===== src/rtl/trng_sample_ctrl.sv =====
// TRNG sample controller: gates and decimates the raw entropy source, discards a
// warm-up burst, runs a repetition-count health test and buffers bytes in a FWFT FIFO.
module trng_sample_ctrl #(
  parameter int SAMPLE_DIV = 4,
  parameter int WARMUP     = 16,
  parameter int REP_LIMIT  = 4,
  parameter int DEPTH      = 4
) (
  input  logic                     clk,
  input  logic                     rst,
  input  logic                     en,
  input  logic                     clear_fault,
  input  logic [7:0]               raw_in,
  output logic                     src_en,
  output logic [7:0]               rand_out,
  output logic                     rand_valid,
  input  logic                     rand_ready,
  output logic                     fault,
  output logic [$clog2(DEPTH):0]   level,
  output logic [1:0]               state
);

  localparam int DIV_W = $clog2(SAMPLE_DIV);
  localparam int WRM_W = $clog2(WARMUP + 1);
  localparam int REP_W = $clog2(REP_LIMIT + 1);
  localparam int PTR_W = $clog2(DEPTH);
  localparam int LVL_W = PTR_W + 1;

  localparam logic [DIV_W-1:0] DIV_LAST = DIV_W'(SAMPLE_DIV - 1);
  localparam logic [WRM_W-1:0] WRM_LAST = WRM_W'(WARMUP - 1);
  localparam logic [REP_W-1:0] REP_MAX  = REP_W'(REP_LIMIT);
  localparam logic [LVL_W-1:0] LVL_FULL = LVL_W'(DEPTH);

  typedef enum logic [1:0] {S_IDLE = 2'd0, S_WARMUP = 2'd1, S_RUN = 2'd2, S_FAULT = 2'd3} state_t;

  state_t           state_q, state_d;
  logic [DIV_W-1:0] div_q, div_d;
  logic [WRM_W-1:0] warm_q, warm_d;
  logic [REP_W-1:0] rep_q, rep_d;
  logic [7:0]       last_q, last_d;
  logic [PTR_W-1:0] wr_q, wr_d, rd_q, rd_d;
  logic [LVL_W-1:0] cnt_q, cnt_d;
  logic [7:0]       mem_q [DEPTH];
  logic [7:0]       mem_d [DEPTH];

  logic             active, strobe, rep_hit, stay_active, push, pop, flush;
  logic [REP_W-1:0] rep_upd;

  // Handshake: a byte leaves the FIFO on any cycle where rand_valid && rand_ready.
  always_ff @(posedge clk) begin
    if (rst) begin
      state_q <= S_IDLE;
      div_q   <= '0;
      warm_q  <= '0;
      rep_q   <= '0;
      last_q  <= '0;
      wr_q    <= '0;
      rd_q    <= '0;
      cnt_q   <= '0;
      for (int i = 0; i < DEPTH; i++) mem_q[i] <= '0;
    end else begin
      state_q <= state_d;
      div_q   <= div_d;
      warm_q  <= warm_d;
      rep_q   <= rep_d;
      last_q  <= last_d;
      wr_q    <= wr_d;
      rd_q    <= rd_d;
      cnt_q   <= cnt_d;
      for (int i = 0; i < DEPTH; i++) mem_q[i] <= mem_d[i];
    end
  end

  always_comb begin
    active  = (state_q == S_WARMUP) || (state_q == S_RUN);
    strobe  = active && (div_q == DIV_LAST);
    if (raw_in != last_q)       rep_upd = REP_W'(1);
    else if (rep_q == REP_MAX)  rep_upd = rep_q;
    else                        rep_upd = rep_q + REP_W'(1);
    rep_hit = strobe && (rep_upd == REP_MAX);
  end

  // A failing sample wins over en=0 in the same cycle.
  always_comb begin
    state_d = state_q;
    case (state_q)
      S_IDLE:   if (en) state_d = S_WARMUP;
      S_WARMUP: begin
        if (rep_hit)                            state_d = S_FAULT;
        else if (!en)                           state_d = S_IDLE;
        else if (strobe && (warm_q == WRM_LAST)) state_d = S_RUN;
      end
      S_RUN: begin
        if (rep_hit)  state_d = S_FAULT;
        else if (!en) state_d = S_IDLE;
      end
      default:  if (clear_fault) state_d = S_IDLE;
    endcase
  end

  always_comb begin
    stay_active = active && ((state_d == S_WARMUP) || (state_d == S_RUN));
    div_d  = stay_active ? (strobe ? '0 : div_q + DIV_W'(1)) : '0;
    rep_d  = stay_active ? (strobe ? rep_upd : rep_q) : '0;
    last_d = strobe ? raw_in : last_q;
    warm_d = ((state_q == S_WARMUP) && (state_d == S_WARMUP))
             ? (strobe ? warm_q + WRM_W'(1) : warm_q) : '0;

    pop   = (cnt_q != '0) && rand_ready;
    flush = (state_q != S_FAULT) && (state_d == S_FAULT);
    push  = (state_q == S_RUN) && strobe && !rep_hit && ((cnt_q != LVL_FULL) || pop);

    mem_d = mem_q;
    wr_d  = wr_q;
    rd_d  = rd_q;
    cnt_d = cnt_q;
    // Flush beats a coincident pop; pointers wrap naturally at DEPTH.
    if (flush) begin
      wr_d  = '0;
      rd_d  = '0;
      cnt_d = '0;
    end else begin
      if (push) mem_d[wr_q] = raw_in;
      wr_d  = wr_q + PTR_W'(push);
      rd_d  = rd_q + PTR_W'(pop);
      cnt_d = cnt_q + LVL_W'(push) - LVL_W'(pop);
    end
  end

  always_comb begin
    src_en     = (state_q == S_WARMUP) || (state_q == S_RUN);
    fault      = (state_q == S_FAULT);
    rand_valid = (cnt_q != '0);
    rand_out   = rand_valid ? mem_q[rd_q] : 8'h00;
    level      = cnt_q;
    state      = state_q;
  end

endmodule


===== config.mk =====
export PLATFORM = sky130hd
export DESIGN_NAME = trng_sample_ctrl
export DESIGN_NICKNAME = d
export VERILOG_FILES = /design/src/rtl/trng_sample_ctrl.sv
export SDC_FILE = /design/constraint.sdc
export NUM_CORES = 1
export LEC_CHECK = 0
export BUFFER_PORTS_ARGS = -buffer_cell sky130_fd_sc_hd__buf_4
export CORE_ASPECT_RATIO = 0.6
export CORE_MARGIN = 2
export CORE_UTILIZATION = 60
export DETAILED_ROUTE_END_ITERATION = 10
export PLACE_DENSITY = 0.82
export SKIP_CTS_REPAIR_TIMING = 1
export SYNTH_ARGS = -nofsm -noshare
export SYNTH_HDL_FRONTEND = slang
export SYNTH_SLANG_ARGS = --single-unit

===== constraint.sdc =====
create_clock -name clk -period 9.5 [get_ports clk]
set_input_delay 0.95 -clock clk [delete_from_list [all_inputs] [get_ports clk]]
set_output_delay 0.95 -clock clk [all_outputs]
set_load 0.1 [all_outputs]

# Word-level counts from Yosys, hierarchy flattened
# Cells that the tools add are included.
# totals
regBits,59
inputBits,13
out_inout_bits,16
wordCells,79
# classes
addsub,7
n_lt_le_gt_ge,3
eq_ne,13
mux,17
bitwise_logic,5
n_reduce_logical,22
# op_table
cell,n
$bwmux 32,1
$mux 8,4
$bmux 8 s2,1
$demux 8 s2,1
$mux 2,7
$logic_and 1x1->1,11
$eq 2x2->1 const B,5
$ne 8x8->1,1
$eq 3x3->1 const B,2
$ge 3x3->1 const B,2
$mux 3,2
$not 2->3,2
$pmux 2 s3,1
$reduce_or 2->1,3
$add 5x1->5 const B,1
$eq 5x4->1 const B,1
$add 2x1->2,2
$eq 2x1->1 const B,2
$add 3x1->3,1
$add 3x1->3 const B,1
$logic_or 1x1->1,3
$lt 3x1->1 const B,1
$ne 3x3->1 const B,1
$not 1->1,3
8 further kinds,8

# Depth between registers and ports, before layout
# Gate-level depths: netlist (run 1).
# depth
ltp_word,13
ltp_mapped,14
depth_no_buf,13

# Worst setup path before layout (run 1)
# No wires, ideal clock.
# synth_path
kind,register to register
from,"reg state_q[0], in the netlist state[0]"
to,reg mem_q[24] in the netlist's numbering
setup_time_ps,72
t_arrival_ps,4609
required_time_ps,9428
setup_slack_ps,4819
path_stages_with_launch,15
path_buffers,2
synth_period_minus_slack_ps,4681
cell_sequence,dfxtp_1 > inv_1 > ha_1 > nand2_1 > nor2_1 > and4_1 > buf_2 > a2111oi_2 > nor2_1 > ha_1 > nor2b_1 > clkbuf_1 > or4_1 > nor2_4 > mux2i_1
# synth_between
elab_chain_len,12
elab_cells_between_ends,24
cone_classes,4 x eq/ne; 8 x mux; 1 x bitwise; 11 x reduce/logical
# synth_rtl
element,line,source
"start, declared",36,"state_t state_q, state_d;"
"start signal, assigned",62,state_q <= state_d;
$eq 2x1->1 or $eq 2x2->1 (tied branches),--,
$logic_or 1x1->1 *,--,
named net src_en,14,"output logic src_en,"
$logic_and 1x1->1 *,76,strobe = active && (div_q == DIV_LAST);
$logic_and 1x1->1,91,else if (strobe && (warm_q == WRM_LAST)) state_d = S_RUN;
$mux 2,91,
$mux 2,90,else if (!en) state_d = S_IDLE;
$mux 2,89,if (rep_hit) state_d = S_FAULT;
$pmux 2 s3,86,case (state_q)
$eq 2x2->1,110,flush = (state_q != S_FAULT) && (state_d == S_FAULT);
$logic_and 1x1->1,110,
$not 1->1 (no line),--,
$reduce_and 2->1 (no line) *,--,
"end, declared",43,logic [7:0] mem_q [DEPTH];
# The timed path passes the listed nets; every way through them passes the cells marked *.
# A chain may end at the register's enable or synchronous reset.

# Final worst setup path (run 1)
# layout_path
from,"reg state_q[0], in the netlist state[0]"
to,reg mem_q[5] in the netlist's numbering
# layout_between
elab_chain_len,12
elab_cells_between_ends,24
cone_classes,4 x eq/ne; 8 x mux; 1 x bitwise; 11 x reduce/logical
# layout_rtl
element,line,source
$eq 2x1->1 or $eq 2x2->1 (tied branches),"75, 86, 111",
$logic_or 1x1->1,75,active = (state_q == S_WARMUP) || (state_q == S_RUN);
$logic_and 1x1->1,76,
$logic_and 1x1->1,91,
$mux 2,91,
$mux 2,90,
$mux 2,89,
$pmux 2 s3,86,
$eq 2x2->1,110,
$logic_and 1x1->1,110,
$not 1->1 (no line),--,
$reduce_and 2->1 (no line) *,--,
# Mark *: on every way between the ends. The rest lies on a longest branch, timed or not.

==> impl_metrics.env, run 1 <==
export IMPL_start_util_pct=64.46
export IMPL_vias_per_cell=5.681
export IMPL_power_density_mw_per_mm2=203.3
export IMPL_first_iter_violations=177
export IMPL_max_slew_margin_pct=53.02
export IMPL_fmax_mhz=241.1
export IMPL_synth_compound_area_share_pct=5.196
export IMPL_ant_nets=0
export IMPL_grt_use_met3_pct=7.252
export IMPL_num_io_pins=29
export IMPL_drc=0
export IMPL_synth_seq_cells=59
export IMPL_final_period_utilization_pct=43.65
export IMPL_synth_cell_types=42
export IMPL_place_inst=391
export IMPL_min_period_ns=4.147
export IMPL_yosys_top_cells_area="dfxtp_1 (39%), mux2i_1 (11%), nand2b_1 (7.8%)"
export IMPL_first_pass_iters=5
export IMPL_insertion_delay_ns=0.34
export IMPL_drt_wl_total_mm=6.417
export IMPL_use_met2_pct=37.96
export IMPL_grt_pass1_wl_mm=10.71
export IMPL_synthesis_nets=342
export IMPL_syn_to_final_growth_pct=15.18
export IMPL_worstMarginPinSlew_ns=0.7033
export IMPL_async_flop_share_pct=0
export IMPL_synth_enable_flop_cells=0
export IMPL_criticalPathCategory="reg2reg"
export IMPL_n_antenna_cell=0
export IMPL_place_ws_ns=5.466
export IMPL_die_y_um=59.09
export IMPL_crit_path_max_fanout=14
export IMPL_cp_start_kind="flip-flop"
export IMPL_crit_required_ns=9.71
export IMPL_syn_area_sq_mm=0.003034
export IMPL_synth_warning_count=0
export IMPL_cts_root_buf="clkbuf_8"
export IMPL_hpwl_mm=4.536
export IMPL_synth_top_area_share_pct=38.93
export IMPL_max_cap_violations=0
export IMPL_numClockSinks=59
export IMPL_drive_gt1_share_pct=16.28
export IMPL_instances_no_fill=407
export IMPL_gp_congestion=0.8092
export IMPL_clock_path_buffers=2
export IMPL_fin_skew_ns=0.005504
export IMPL_antenna_found_initial=0
export IMPL_min_path_type="reg2reg"
export IMPL_synth_xor_area_share_pct=4.330
export IMPL_routedWlPerCell_um=15.77
export IMPL_synthAdderAreaFrac_pct=6.433
export IMPL_vias=2312
export IMPL_hold_viol=0
export IMPL_synthSimpleGateAreaFrac_pct=25.32
export IMPL_yosysSeqAreaShare_pct=38.93
export IMPL_avgSynthCellArea_sq_um=9.663
export IMPL_num_rows=19
export IMPL_cp_arrival_ns=4.35
export IMPL_io_buffers=28
export IMPL_p_leak_nw=1.480
export IMPL_syn_inst=314
export IMPL_rsz0062_at_grt="false"
export IMPL_synth_mux_area_share_pct=16.49
export IMPL_grt_pass1_vias=2237
export IMPL_setup_violations=0
export IMPL_fp_coreArea_sq_mm=0.004707
export IMPL_synth_ff_type="dfxtp_1"
export IMPL_cts_buffers=9
export IMPL_fp_dieW_um=95.81
export IMPL_vdd_drop_max_mv=0.1209
export IMPL_path_clk_slew_ns=0.07
export IMPL_design_die_area_sq_mm=0.005661
export IMPL_tns_ns=0
export IMPL_cts_tree="done"
export IMPL_outcome="complete, no violations"
export IMPL_grt_max_degree=57
export IMPL_synth_top_family_by_area="simple AND/OR/NAND/NOR gates"
export IMPL_fillers=328
export IMPL_grtUsageTotal_pct=25.68
export IMPL_worstSetupEndpointType="flip-flop"
export IMPL_htreeDepth=3
export IMPL_final_nets=367
export IMPL_overflow=0
export IMPL_worst_slack_ns=5.353
export IMPL_busiest_layer="met2"
export IMPL_grtUsageMet1_pct=35.97
export IMPL_slew_viol_final=0
export IMPL_yosys_area_top_type="dfxtp_1"
cell type report:
type / count / area [sq um] / share of cell area (%)
Inverter: 10 / 37.54 / 1.074
Timing Repair Buffer: 29 / 217.7 / 6.230
Tap cell: 63 / 78.83 / 2.256
Clock inverter: 5 / 75.07 / 2.148
Clock buffer: 11 / 151.4 / 4.332
Sequential cell: 59 / 1181 / 33.80
Multi-Input combinational cell: 230 / 1753 / 50.16
flip-flops by register name, indices dropped and copies added (netlist names):
register and cells:
div_q 2, last_q 8, level 3, mem_q 32
rd_q 2, rep_q 3, state 2, warm_q 5
wr_q 2
synthesized netlist by cell type, drive strengths merged, types with 2 or more instances:
master  number
nand4        2
a31oi        2
nand3        2
or4          3
nand3b       4
dfxtp       59
nor2         8
mux2i       32
o21ai        2
or2b         3
nand2b      38
mux4         8
buf          3
nor4         6
nand2       33
a21oi       13
xor2         8
and2         5
ha          14
clkbuf      12
and3         2
nor4b        2
xnor2        7
inv         10
nor2b       12
nor3         9
a211oi       2
stage by stage:
stage | hold WS [ns] | total power [W] | area [sq um] | utilization [%]
after CTS | 0.4346 | 0.0007160 | 3495 | 74.24
after global placement | 0.4143 | 0.0004529 | 3268 | 69.43
after detailed placement | 0.4240 | 0.0004560 | 3268 | 69.43
final | 0.4318 | 0.0007104 | 3495 | 74.24
after floorplan | 0.4043 | 0.0004112 | 3034 | -
after global routing | 0.4468 | 0.0007413 | 3495 | 74.24
kinds of logic after synthesis:
kind of cell	count (synthesis)
compound gates	25
simple gates	135
xor+xnor	15
mux	40
fa+ha+maj	15
buf+inv	25
flops	59
report_power, final:
| group | switching, W | total (W) | internal [W] |
|---|---|---|---|
| Clock | 0.0000998 | 0.000260 | 0.000161 |
| Sequential | 0.0000194 | 0.000276 | 0.000256 |
| Combinational | 0.000119 | 0.000174 | 0.0000554 |
layout by cell type, fill, tap and decap left out, types with 4 or more instances in the layout:
master | Yosys | final
nand3b_1 | 4 | 4
nor4_1 | 6 | 6
mux4_2 | 8 | 8
nor2_1 | 7 | 7
buf_4 | 1 | 29
xor2_1 | 8 | 8
ha_1 | 14 | 14
a21oi_1 | 13 | 13
clkbuf_8 | 0 | 11
inv_1 | 10 | 10
nor2b_1 | 12 | 12
mux2i_1 | 32 | 32
nand2b_1 | 38 | 38
dfxtp_1 | 59 | 59
and2_1 | 5 | 5
nand2_1 | 33 | 33
nor3_1 | 9 | 9
xnor2_1 | 7 | 7
layer usage:
| metal | vias to the layer above | wire [um] |
|---|---|---|
| met5 | - | 0 |
| met4 | 0 | 56 |
| met3 | 5 | 312 |
| met2 | 65 | 2779 |
| met1 | 1104 | 3268 |
| li1 | 1138 | - |
critical path, stage by stage (launching register included):
cell and delay (ns):
dfxtp_1 0.44, inv_1 0.12, ha_1 0.39, nand2_1 0.43, nor2_1 0.16, and4_1 0.30, a2111oi_2 0.65, nor2_1 0.09
ha_1 0.21, nor2b_1 0.21, or4_1 0.80, mux2i_1 0.21
path summary, 6_finish.rpt:
check | startpoint | endpoint | slack [ns] | cells past startpoint
worst min-delay path | div_q[0] | div_q[0] | 0.43 | 1
worst min register to register | div_q[0] | div_q[0] | 0.43 | 1
worst max-delay path | state[0] | mem_q[5] | 5.35 | 11
worst max register to register | state[0] | mem_q[5] | 5.35 | 11
Note: power is estimated with default switching activity, not from simulation.
==> run 2, diff against run 1 <==
--- a/config.mk
+++ b/config.mk
@@ -5,12 +5,13 @@
 export SDC_FILE = /design/constraint.sdc
 export NUM_CORES = 1
 export LEC_CHECK = 0
+export ABC_AREA = 1
 export BUFFER_PORTS_ARGS = -buffer_cell sky130_fd_sc_hd__buf_4
 export CORE_ASPECT_RATIO = 0.6
 export CORE_MARGIN = 2
-export CORE_UTILIZATION = 60
+export CORE_UTILIZATION = 53
 export DETAILED_ROUTE_END_ITERATION = 10
-export PLACE_DENSITY = 0.82
+export PLACE_DENSITY = 0.76
 export SKIP_CTS_REPAIR_TIMING = 1
 export SYNTH_ARGS = -nofsm -noshare
 export SYNTH_HDL_FRONTEND = slang
==> constraint.sdc (replaced) <==
create_clock -name clk -period 3.52 [get_ports clk]
set_input_delay 0.352 -clock clk [delete_from_list [all_inputs] [get_ports clk]]
set_output_delay 0.352 -clock clk [all_outputs]
set_load 0.1 [all_outputs]
==> run 2 against run 1 <==
Effect of this change:
- first-iteration DRC count rose by 12%
- global-route usage fell by 0.58 points
- area after synthesis rose by 3.3%
- critical path depth rose by 5
- sequential power rose to 2.7 times the previous value
- clock skew rose by 0.0022 ns
- clock-buffer cell count fell by 1
- worst hold slack got worse by 0.13 ns
==> impl_metrics.env, run 2 <==
export IMPL_htreeDepth=3
export IMPL_grt_max_degree=28
export IMPL_min_from="raw_in[7]"
export IMPL_first_pass_iters=4
export IMPL_synth_warning_count=0
export IMPL_critPathLaunch="state[0]"
export IMPL_cts_buffers=9
export IMPL_async_flop_share_pct=0
export IMPL_synth_common_cells="nand2_1 (90), dfxtp_1 (59), nor2_1 (53), a21oi_1 (51), inv_1 (46)"
export IMPL_layout_common_cells="nand2_1 (89), dfxtp_1 (54), nor2_1 (53)"
export IMPL_hpwl_mm=5.391
export IMPL_fp_dieW_um=103.3
export IMPL_whs_ns=0.3040
export IMPL_path_clk_slew_ns=0.07
export IMPL_synth_compound_area_share_pct=13.98
export IMPL_start_util_pct=55.46
export IMPL_r2r_start="state[0]"
export IMPL_vdd_drop_max_mv=0.9354
export IMPL_worstSetupEndpointType="flip-flop"
export IMPL_path_buf_inv=2
export IMPL_final_nets=478
export IMPL_num_rows=21
export IMPL_final_period_utilization_pct=84.93
export IMPL_power_density_mw_per_mm2=621.2
export IMPL_synth_xor_area_share_pct=2.796
export IMPL_io_buffers=28
export IMPL_design_die_area_sq_mm=0.006563
export IMPL_routedWlPerCell_um=14.12
export IMPL_instances_no_fill=535
export IMPL_n_antenna_cell=0
export IMPL_num_io_pins=29
export IMPL_mostFrequentLayoutCell="nand2_1"
export IMPL_vias_per_cell=5.264
export IMPL_fp_coreArea_sq_mm=0.005649
export IMPL_fin_skew_ns=0.007731
export IMPL_drc=0
export IMPL_crit_chain="inv_1 -> ha_2 -> nand2_2 -> clkinv_2 -> nand2_1 -> nor2_1 -> a21oi_1 -> nand2_1 -> nand2_1 -> nand2_2 -> ha_1 -> nand2_1 -> nand4_4 -> nand2_1 -> nand2_1 -> nor2_1"
export IMPL_cp_start_kind="flip-flop"
export IMPL_cp_arrival_ns=3.27
export IMPL_cp_slowest_cell="dfxtp_2"
export IMPL_grt_pass1_vias=2541
export IMPL_fmax_mhz=334.5
export IMPL_synthAdderAreaFrac_pct=6.230
export IMPL_cts_root_buf="clkbuf_8"
export IMPL_gp_congestion=0.8258
export IMPL_worstMarginPinSlew_ns=0.7706
export IMPL_clock_path_buffers=2
export IMPL_synth_seq_cells=59
export IMPL_largest_reg_flops=32
export IMPL_overflow=0
export IMPL_tns_ns=0
export IMPL_place_inst=519
export IMPL_slew_viol_final=0
export IMPL_p_leak_nw=1.504
export IMPL_cts_tree="done"
export IMPL_synth_top_family_by_area="simple AND/OR/NAND/NOR gates"
export IMPL_synth_cell_types=37
export IMPL_max_cap_violations=0
export IMPL_antenna_found_initial=0
export IMPL_min_period_ns=2.990
export IMPL_yosys_top_cells_area="dfxtp_1 (38%), nand2_1 (11%), a21oi_1 (8.1%)"
export IMPL_synthSimpleGateAreaFrac_pct=29.55
export IMPL_crit_required_ns=3.80
export IMPL_drive_gt1_share_pct=19.78
export IMPL_reg_top3="mem_q: 32 flops, last_q: 8 flops, warm_q: 5 flops"
export IMPL_power_total_w=0.002271
export IMPL_ant_nets=0
export IMPL_numClockSinks=59
export IMPL_min_path_type="in2reg"
export IMPL_top_register="mem_q"
export IMPL_first_iter_violations=198
export IMPL_synth_ff_type="dfxtp_1"
export IMPL_syn_to_final_growth_pct=16.69
export IMPL_criticalPathCategory="reg2reg"
export IMPL_drt_wl_total_mm=7.554
export IMPL_crit_path_max_fanout=16
export IMPL_vias=2816
export IMPL_hold_viol=0
export IMPL_rsz0062_at_grt="false"
export IMPL_avgSynthCellArea_sq_um=7.372
export IMPL_critPathTopFamily="simple AND/OR/NAND/NOR gates"
export IMPL_die_y_um=63.56
export IMPL_yosys_area_top_type="dfxtp_1"
export IMPL_synthesis_nets=453
export IMPL_fillers=491
export IMPL_timing_critical_path_mode_cell="nand2_1"
export IMPL_max_slew_margin_pct=48.31
export IMPL_synth_enable_flop_cells=0
export IMPL_setup_violations=0
export IMPL_grtUsageTotal_pct=25.10
export IMPL_synth_top_area_share_pct=37.70
export IMPL_syn_inst=425
export IMPL_synth_mux_area_share_pct=0.3195
export IMPL_yosysSeqAreaShare_pct=37.70
export IMPL_syn_area_sq_mm=0.003133
export IMPL_critPathMaxStageDelay_ns=0.38
export IMPL_insertion_delay_ns=0.35
export IMPL_grt_pass1_wl_mm=12.48
export IMPL_outcome="complete, no violations"
export IMPL_synth_most_common_cell="nand2_1"
## run 2: worst paths after layout
| path | endpoint | slack [ns] | cells past startpoint |
|---|---|---|---|
| setup / recovery | mem_q[9] | 0.53 | 16 |
| hold / removal | mem_q[15] | 0.30 | 3 |
| setup reg to reg | mem_q[9] | 0.53 | 16 |
| hold reg to reg | div_q[0] | 0.46 | 1 |
## run 2: worst min-delay path, stage by stage
cell	delay, ns
buf_4	0.13
nor2_1	0.05
nor2_1	0.08
## run 2: cell families after synthesis
group                      after synthesis
xor gates and xnor gates                10
muxes                                    1
buffers and inverters                   68
DFF                                     59
adders and majority gates               15
AOI/OAI and AO/OA                       81
and+or+nand+nor                        191
## run 2: layout make-up
cell class,count,area [sq um],area share [%]
clock buffer,10,127.6,3.491
clock inverter,6,66.31,1.814
inverter,53,205.2,5.613
multi-input combinational,298,1752,47.91
sequential,59,1187,32.48
tap,80,100.1,2.738
timing repair buffer,29,217.7,5.955
## run 2: layer usage
metal  GRT usage, %  vias up  share of wire (%)
met5              0        -                  0
met4          5.428        0               0.95
met3          7.880        7                8.4
met2          34.66      111                 40
met1          37.85     1275                 51
li1               -     1423                  -
## run 2: metrics by stage
step / area, sq um / setup WS [ns] / utilization (%)
finish: 3656 / 0.5304 / 64.72
global route: 3656 / 0.2617 / 64.72
CTS: 3656 / 0.5727 / 64.72
floorplan: 3234 / 0.09869 / -
detailed placement: 3462 / 0.5920 / 61.28
global placement: 3462 / 0.6908 / 61.28
## run 2: report_power, final
group / internal (W) / switching [W]
Sequential: 0.000695 / 0.0000526
Combinational: 0.000209 / 0.000701
Clock: 0.000326 / 0.000287
==> run 3, diff against run 2 <==
==> constraint.sdc (replaced) <==
create_clock -name clk -period 2.75 [get_ports clk]
set_input_delay 0.275 -clock clk [delete_from_list [all_inputs] [get_ports clk]]
set_output_delay 0.275 -clock clk [all_outputs]
set_load 0.1 [all_outputs]
==> run 3 against run 2 <==
Effect of this change:
- combinational power is 27% higher
- first-iteration DRC count is 21% higher
- clock-buffer cell count is 2 higher
- critical endpoint is now mem_q[25]
- worst setup slack worse by 0.29 ns
- cell area is 0.65% higher
- critical path depth is 1 lower
- non-clock buffer count is 5 higher
==> impl_metrics.env, run 3 (synthesis gave the netlist of run 2 again) <==
export IMPL_outcome="complete, no violations"
export IMPL_vias=2783
export IMPL_htreeDepth=3
export IMPL_drt_wl_total_mm=7.251
export IMPL_grt_pass1_wl_mm=12.13
export IMPL_path_clk_slew_ns=0.07
export IMPL_p_leak_nw=1.549
export IMPL_crit_required_ns=3.02
export IMPL_grt_pass1_vias=2526
export IMPL_num_io_pins=29
export IMPL_overflow=0
export IMPL_vdd_drop_max_mv=0.5583
export IMPL_num_rows=21
export IMPL_tns_ns=0
export IMPL_clkPwrFrac_pct=26.1
export IMPL_final_period_utilization_pct=91.16
export IMPL_largest_reg_flops=32
export IMPL_design_die_area_sq_mm=0.006563
export IMPL_power_density_mw_per_mm2=764.6
export IMPL_setup_violations=0
export IMPL_min_path_type="in2reg"
export IMPL_top_register="mem_q"
export IMPL_first_iter_violations=239
export IMPL_swShare_pct=44.17
export IMPL_io_buffers=28
export IMPL_min_period_ns=2.507
export IMPL_drc=0
export IMPL_syn_to_final_growth_pct=17.45
export IMPL_hold_viol=0
export IMPL_whs_ns=0.2310
export IMPL_worst_slack_ns=0.2431
export IMPL_cts_buffers=9
export IMPL_numClockSinks=59
export IMPL_insertion_delay_ns=0.34
export IMPL_routedWlPerCell_um=13.43
export IMPL_gp_congestion=0.8804
export IMPL_slew_viol_final=0
export IMPL_fmax_mhz=398.9
export IMPL_cts_root_buf="clkbuf_8"
export IMPL_rsz0062_at_grt="false"
export IMPL_pwr_share_comb_pct=41.1
export IMPL_layout_common_cells="nand2_1 (88), dfxtp_1 (54), nor2_1 (52)"
export IMPL_fin_skew_ns=0.004511
export IMPL_criticalPathCategory="reg2reg"
export IMPL_die_y_um=63.56
export IMPL_clock_path_buffers=2
export IMPL_antenna_found_initial=0
export IMPL_hpwl_mm=5.156
export IMPL_cp_arrival_ns=2.78
export IMPL_fillers=479
export IMPL_regArea_sq_mm=0.001195
export IMPL_cp_start_kind="flip-flop"
export IMPL_final_nets=483
export IMPL_reg_top3="mem_q: 32 flops, last_q: 8 flops, warm_q: 5 flops"
export IMPL_fin_util_pct=65.14
export IMPL_seq_power_share_pct=32.7
export IMPL_drive_gt1_share_pct=21.96
export IMPL_multiInputGateArea_sq_mm=0.001727
export IMPL_crit_path_max_fanout=16
export IMPL_fp_coreArea_sq_mm=0.005649
export IMPL_first_pass_iters=4
export IMPL_grtUsageTotal_pct=24.11
export IMPL_max_cap_violations=0
export IMPL_mostFrequentLayoutCell="nand2_1"
export IMPL_grt_max_degree=27
export IMPL_n_antenna_cell=0
export IMPL_max_slew_margin_pct=56.92
export IMPL_worstSetupEndpointType="flip-flop"
export IMPL_place_ws_ns=0.2842
export IMPL_p_int_w=0.001571
export IMPL_cts_tree="done"
export IMPL_fp_dieW_um=103.3
export IMPL_ant_nets=0
export IMPL_p_sw_w=0.001243
export IMPL_start_util_pct=55.46
export IMPL_vias_per_cell=5.154
export IMPL_worstMarginPinSlew_ns=0.6454
## run 3: cell types whose count changed in the layout (fill, tap and decap cells not counted), moves of 3 or more
| cell | delta |
|---|---|
| a21oi_2 | +8 |
| a21oi_4 | -8 |
| buf_4 | +5 |
| dfxtp_2 | -3 |
| dfxtp_4 | +3 |
| nand2_4 | +3 |
## run 3: final timing paths
check / from / end / slack, ns / depth (start not counted)
setup / recovery: state[0] / mem_q[25] / 0.24 / 15
hold / removal: raw_in[3] / mem_q[11] / 0.23 / 3
setup reg to reg: state[0] / mem_q[25] / 0.24 / 15
hold reg to reg: div_q[0] / div_q[0] / 0.43 / 1
## run 3: stage by stage
| step | instance area, sq um | instances | total power (W) |
|---|---|---|---|
| floorplan | 3226 | 425 | 0.001847 |
| global placement | 3491 | 524 | 0.002083 |
| detailed placement | 3491 | 524 | 0.002100 |
| CTS | 3680 | 540 | 0.002840 |
| global route | 3680 | 540 | 0.002945 |
| finish | 3680 | 540 | 0.002813 |
## run 3: area by class of cell
class,count,share of cell area [%]
Timing Repair Buffer,34,6.936
Clock inverter,4,0.6120
Clock buffer,12,4.522
Inverter,53,5.814
Sequential cell,59,32.47
Multi-Input combinational cell,298,46.92
Tap cell,80,2.720
## run 3: power groups by stage
| stage | clock network [W] | logic [W] | registers [W] |
|---|---|---|---|
| final | 0.000735 | 0.00116 | 0.000921 |
| after global routing | 0.000791 | 0.00123 | 0.000925 |
| after CTS | 0.000757 | 0.00116 | 0.000921 |
| after detailed placement | 0 | 0.00116 | 0.000941 |
| after global placement | 0 | 0.00114 | 0.000939 |
| after floorplan | 0 | 0.000766 | 0.00108 |
## run 3: critical path, cell delays in order (launching register included)
cell	delay, ns
dfxtp_4	0.39
inv_4	0.05
ha_4	0.28
nand2_4	0.09
clkinv_4	0.10
nand2_1	0.08
o211ai_1	0.17
nand2_1	0.08
nand2_1	0.06
nand2_1	0.07
nand2_1	0.10
inv_1	0.05
ha_2	0.21
a21oi_4	0.40
nand4_1	0.16
a21oi_1	0.15
## run 3: routing by layer
layer / global-route usage (%) / wire (um) / vias up
met3: 7.880 / 673 / 5
met1: 35.25 / 3533 / 1248
li1: - / - / 1436
met2: 33.04 / 3007 / 94
met4: 7.895 / 36 / 0
met5: 0 / 0 / -
